$ cat config.mk
export PLATFORM = sky130hd
export DESIGN_NAME = rom8x16_flat
export DESIGN_NICKNAME = d
export VERILOG_FILES = /design/src/rtl/rom8x16_if.sv /design/src/rtl/rom8x16.sv /design/src/flat_wrapper.sv
export SDC_FILE = /design/constraint.sdc
export NUM_CORES = 1
export LEC_CHECK = 0
export ABC_AREA = 1
export ABC_CLOCK_PERIOD_IN_PS = 800
export CORE_AREA = 2 2 39 41
export DETAILED_ROUTE_END_ITERATION = 10
export DIE_AREA = 0 0 41 43
export GPL_TIMING_DRIVEN = 0
export PLACE_DENSITY = 0.63
export SYNTH_ARGS = -nofsm -noshare
export SYNTH_HDL_FRONTEND = slang
export SYNTH_SLANG_ARGS = --single-unit
export TNS_END_PERCENT = 20
$ cat constraint.sdc
create_clock -name clk -period 0.8 [get_ports clk]
set_input_delay 0.16 -clock clk [delete_from_list [all_inputs] [get_ports clk]]
set_output_delay 0.16 -clock clk [all_outputs]
set_load 0.05 [all_outputs]
$ cat src/rtl/rom8x16_if.sv
// Read-request bus for the rom8x16 lookup table: the requester presents
// rd_en/addr, and the ROM answers with dout/dout_valid one clock later.
interface rom8x16_if #(
   parameter int ADDR_W = 3,
   parameter int DATA_W = 16
);
   logic              rd_en;
   logic [ADDR_W-1:0] addr;
   logic [DATA_W-1:0] dout;
   logic              dout_valid;

   modport master (
      output rd_en,
      output addr,
      input  dout,
      input  dout_valid
   );

   modport slave (
      input  rd_en,
      input  addr,
      output dout,
      output dout_valid
   );
endinterface : rom8x16_if

$ cat src/rtl/rom8x16.sv
// Fixed-content 8x16 lookup table with a registered, one-cycle-latency read.
// Word i holds 16'h1111 * i; addresses at or beyond DEPTH read back as zero.
module rom8x16 #(
   parameter int ADDR_W = 3,
   parameter int DATA_W = 16,
   parameter int DEPTH  = 8
) (
   input  logic       clk,
   input  logic       rst,
   rom8x16_if.slave   bus
);

   logic [DATA_W-1:0] dout_q, dout_d;
   logic              dout_valid_q, dout_valid_d;
   logic [DATA_W-1:0] rom_word;

   // Contents are a pure function of the index, so the table folds into
   // constant decode logic rather than storage.
   function automatic logic [DATA_W-1:0] word_at(input logic [ADDR_W-1:0] idx);
      logic [31:0] full;
      if (int'(idx) >= DEPTH) begin
         return '0;
      end
      full = 32'(idx) * 32'h0000_1111;
      return DATA_W'(full);
   endfunction

   assign rom_word = word_at(bus.addr);

   always_comb begin
      // NOTE: every output of this block gets a default first, so no path
      // leaves a value unassigned and no latch is inferred.
      dout_d       = dout_q;
      dout_valid_d = 1'b0;
      if (bus.rd_en) begin
         dout_d       = rom_word;
         dout_valid_d = 1'b1;
      end
   end

   always_ff @(posedge clk or posedge rst) begin
      if (rst) begin
         dout_q       <= '0;
         dout_valid_q <= 1'b0;
      end else begin
         // NOTE: sequential state uses non-blocking assignments so every
         // register samples the pre-edge values of its inputs.
         dout_q       <= dout_d;
         dout_valid_q <= dout_valid_d;
      end
   end

   assign bus.dout       = dout_q;
   assign bus.dout_valid = dout_valid_q;

endmodule : rom8x16

$ cat src/flat_wrapper.sv
// flat-port wrapper written by rule: the top's interface ports become plain ports
module rom8x16_flat 
#(
   parameter int ADDR_W = 3,
   parameter int DATA_W = 16,
   parameter int DEPTH  = 8
)
  (clk, rst, bus_rd_en, bus_addr, bus_dout, bus_dout_valid);
  rom8x16_if #(.ADDR_W(ADDR_W), .DATA_W(DATA_W)) bus_i ();
  input  logic clk;
  input  logic rst;
  input wire logic [$bits(bus_i.rd_en)-1:0] bus_rd_en;
  input wire logic [$bits(bus_i.addr)-1:0] bus_addr;
  output wire logic [$bits(bus_i.dout)-1:0] bus_dout;
  output wire logic [$bits(bus_i.dout_valid)-1:0] bus_dout_valid;
  assign bus_i.rd_en = bus_rd_en;
  assign bus_i.addr = bus_addr;
  assign bus_dout = bus_i.dout;
  assign bus_dout_valid = bus_i.dout_valid;
  rom8x16 #(.ADDR_W(ADDR_W), .DATA_W(DATA_W), .DEPTH(DEPTH)) u_core (.clk(clk), .rst(rst), .bus(bus_i));
endmodule
==> results of run 1 <==
==> placed cells by master, fill, tap and decap left out <==
cell type,count
buf_2,1
nand2_1,9
clkbuf_4,3
buf_8,7
conb_1,4
buf_6,12
inv_2,1
inv_1,1
clkdlybuf4s50_1,4
dlymetal6s2s_1,1
clkdlybuf4s15_2,1
clkbuf_1,1
buf_4,6
dfrtp_1,1
dfrtp_2,3
==> cell type report <==
cell class / instances / area (µm²) / area share
Inverter: 2 / 7.51 / 0.0134
Timing Repair Buffer: 19 / 223 / 0.397
Tap cell: 16 / 20.0 / 0.0357
Clock buffer: 4 / 26.3 / 0.0469
Sequential cell: 4 / 104 / 0.185
Multi-Input combinational cell: 13 / 48.8 / 0.0871
Buffer: 13 / 131 / 0.234
==> sequential cells by signal, indices dropped and copies added, names as in the netlist <==
| signal | flops |
|---|---|
| u_core.bus.dout_valid | 1 |
| u_core.bus.dout | 3 |
==> kinds of logic (layout without fill, tap and decap cells) <==
family	count (synthesis)	count (layout)	share of synthesized area
other	1	4	0.0154
and+or+nand+nor	9	9	0.139
buffers and inverters	15	38	0.433
DFF	4	4	0.412
==> cells in the mapped netlist <==
cell type and count:
conb_1 1, dfrtp_1 4, inv_1 1, nand2_1 9, buf_4 13, inv_2 1
==> worst max path at each step <==
stage / startpoint / end / slack, ns / cells past startpoint
6_report: u_core.bus.dout[12] / bus_dout[4] / -0.31 / 2
3_3_place_gp: u_core.bus.dout[14] / bus_dout[14] / -0.65 / 2
5_1_grt: u_core.bus.dout[14] / bus_dout[14] / -0.35 / 2
3_5_place_dp: u_core.bus.dout[14] / bus_dout[14] / -0.66 / 2
2_1_floorplan: u_core.bus.dout[14] / bus_dout[10] / -0.11 / 1
4_1_cts: u_core.bus.dout[14] / bus_dout[14] / -0.32 / 2
==> power by group <==
group	internal, µW	switching [µW]
Combinational	240	312
Sequential	222	26.1
Clock	188	93.8
Total	650	432
==> what timing repair did <==
item | CTS | global route
setup endpoints to repair | 13 | 15
buffers inserted | 0 | 1
gates resized for setup | 84 | 9
endpoints found under the hold margin | 0 | 0
==> stage by stage <==
step | TNS (ns) | power [µW]
after floorplan | -1.00 | 611
after global placement | -8.59 | 748
after detailed placement | -8.73 | 753
after CTS | -4.00 | 1060
after global routing | -4.25 | 1140
final | -3.78 | 1080
==> per-layer routing <==
| layer | up-vias | global-route usage | share of wire |
|---|---|---|---|
| met5 | - | 0 | 0 |
| met2 | 18 | 0.0813 | 0.48 |
| met4 | 0 | 0.100 | 0.053 |
| met3 | 3 | 0.0366 | 0.13 |
| met1 | 97 | 0.0747 | 0.33 |
| li1 | 118 | - | - |
==> reports/results.tsv, run 1 <==
metric	value	unit
outcome	finished, violations left	
violations	negative setup slack	
numCtsBuffers	3	
fin_skew	0	ns
die_x	41	µm
antenna_found_initial	0	
io_pins	23	
hold_viol_final	0	
routedWlPerCell	7.39	µm
synth_cell_type_count	6	
r2r-start	u_core.bus.dout[13]	
postSynthRegisterBits	4	
syn_area	243	µm²
dieArea	1760	µm²
port_buffers	18	
critPathKind	reg -> out	
maxSlewViolCount	0	
grt_overflow	0	
cap_violations	0	
grt_pass1_vias	192	
worstRegToRegCells	3	
fin_crit_sh	1.39	
drive_above_1_share	0.618	
n_antenna_cell	0	
groute.usage.overall	0.0715	
vias	236	
setup_viol	13	
max_freq	0.900	GHz
hold_buffers	0	
die_h	43	µm
worst-r2r-setup-slack	0.01	ns
placedCellCount	66	
cts_tree	yes	
r2r_end	u_core.bus.dout[13]	
rows	14	
seq_area_frac_synth	0.412	
drc	0	
rsz0062_at_grt	true	
period_needed	1.11	ns
syn_inst	29	
start_kind	register	
cp-end-kind	primary output	
ctsRootBufferMaster	clkbuf_4	
crit_slowest_cell	dfrtp_2	
nets	62	
postPlaceCellArea	492	µm²
max_stage_delay	0.44	ns
ys_top_cells_by_area	dfrtp_1 41%, buf_4 40%, nand2_1 14%, conb_1 1.5%, inv_1 1.5%	
synth_top_area_cell	dfrtp_1	
start_util	0.175	
crit_fanout	5	
avgSynthCellArea	8.37	µm²
grt_pass1_wl	752	µm
ys_warn_count	0	
worst_ep_required_time	0.64	ns
vdd_ir_drop_max	0.768	mV
cpLargestDelayFamily	flip-flops	
instances_no_fill	71	
clock_sinks	4	
fin_area	561	µm²
grt_max_degree	6	
path_clk_slew	0.04	ns
drt_iter0_markers	0	
clockBufferDepth	2	
powerDensity	1930	nW/µm²
wl	525	µm
clock_latency	0.24	ns
area_growth	131	%
gp_congestion	0.665	
p_leak	0.000302	µW
fin_util	0.405	
detail-route-antenna-nets	0	
core_area	1380	µm²
dpl_worst_slack	-0.665	ns
setup_ws	-0.312	ns
synth_top_area_share	0.412	
drt_pass1_iterations	1	
crit_buf_inv	2	
fin_hold_ws	0.104	ns
crit_chain	buf_6, buf_8	
fill_cells	153	
h-tree-depth	1	
vias_per_cell	3.32	
hold_path_class	in -> async	
crit_arrival	0.95	ns
Note: power is estimated with default switching activity, not from simulation.
==> run 2: changes to the inputs <==
Settings changed: SKIP_CTS_REPAIR_TIMING from default to 1.
==> run 2 against run 1 <==
Effect of this change: the run still ends with negative setup slack left; sequential share of layout area up 0.38 points; design area down 2.0%; cell count down 1.4%; sequential power hardly changed; critical path type unchanged.
==> reports/results.tsv, run 2 (synthesis results as in run 1) <==
metric	value	unit
numCtsBuffers	3	
internal_power	643	µW
largest_reg_flops	3	
fin_crit_sh	1.39	
port_buffers	18	
cpLargestDelayFamily	flip-flops	
fin_setup_tns	-3.64	ns
vias_per_cell	3.31	
crit_slowest_cell	dfrtp_2	
drt_iter0_markers	0	
rows	14	
antenna_found_initial	0	
setup_ws	-0.312	ns
wl	505	µm
power.switching	430	µW
drive_above_1_share	0.611	
start_kind	register	
power_frac_clock	0.263	
seqPwrFrac	0.232	
path_clk_slew	0.04	ns
rsz0062_at_grt	true	
area_growth	126	%
powerDensity	1950	nW/µm²
drt_pass1_iterations	1	
r2r-start	u_core.bus.dout[13]	
die_h	43	µm
cts_tree	yes	
crit_buf_inv	2	
grt_pass1_wl	738	µm
switching_share	0.401	
vias	232	
cap_violations	0	
vdd_ir_drop_max	0.769	mV
violations	negative setup slack	
die_x	41	µm
core_area	1380	µm²
fin_skew	0	ns
groute.usage.overall	0.0695	
postPlaceCellArea	492	µm²
max_stage_delay	0.44	ns
clock_latency	0.24	ns
grt_max_degree	6	
clock_sinks	4	
start_util	0.175	
clockBufferDepth	2	
crit_path_start	u_core.bus.dout[12]	
period_needed	1.11	ns
maxSlewViolCount	0	
hold_path_class	in -> async	
most-common-layout-cells	14 x buf_6, 9 x nand2_1, 6 x buf_8, 5 x buf_4	
crit_fanout	5	
hold_viol_final	0	
detail-route-antenna-nets	0	
nets	61	
power_frac_comb	0.505	
drc	0	
ctsRootBufferMaster	clkbuf_4	
io_pins	23	
p_leak	0.000297	µW
h-tree-depth	1	
grt_overflow	0	
outcome	finished, violations left	
cp-end-kind	primary output	
routedWlPerCell	7.21	µm
mostFrequentLayoutCell	buf_6	
setup_viol	13	
fin_area	549	µm²
n_antenna_cell	0	
worst_ep_required_time	0.64	ns
gp_congestion	0.665	
dieArea	1760	µm²
max_freq	0.899	GHz
fill_cells	154	
crit_arrival	0.95	ns
critPathKind	reg -> out	
crit_chain	buf_6, buf_8	
grt_pass1_vias	196	
==> run 2: through the flow <==
stage               utilization  setup WS, ns  total power [µW]  hold slack (ns)  instances
floorplan                     -        -0.111               611          -0.0741         32
global placement          0.355        -0.648               748            0.359         66
detailed placement        0.355        -0.665               753            0.365         66
CTS                       0.374        -0.932              1040            0.109         70
global route              0.397        -0.345              1130            0.119         70
finish                    0.397        -0.312              1070            0.101         70
==> run 2: power groups by stage <==
stage	combinational, µW	clock [µW]	sequential [µW]
detailed placement	502	0	251
floorplan	306	0	305
finish	542	282	249
global route	564	318	252
global placement	498	0	250
CTS	502	294	249
==> run 2: final timing paths <==
path,slack (ns),cells past startpoint,end
max,-0.31,2,bus_dout[4]
min,0.10,2,u_core.bus.dout[14]
max reg2reg,0.13,2,u_core.bus.dout[13]
min reg2reg,0.55,2,u_core.bus.dout[14]
max in group asynchronous,0.53,2,u_core.bus.dout[13]
min in group clk,0.16,1,u_core.bus.dout_valid
==> run 2: final cells by class <==
cell class / count / area, µm² / area share
Inverter: 2 / 7.51 / 0.0137
Sequential cell: 4 / 104 / 0.189
Timing Repair Buffer: 18 / 211 / 0.385
Buffer: 13 / 131 / 0.239
Tap cell: 16 / 20.0 / 0.0364
Clock buffer: 4 / 26.3 / 0.0478
Multi-Input combinational cell: 13 / 48.8 / 0.0888
==> run 2: routing by layer <==
metal / share of wire / GRT usage / vias to the layer above
li1: - / - / 116
met1: 0.30 / 0.0649 / 95
met2: 0.50 / 0.0844 / 18
met3: 0.14 / 0.0366 / 3
met4: 0.055 / 0.100 / 0
met5: 0 / 0 / -
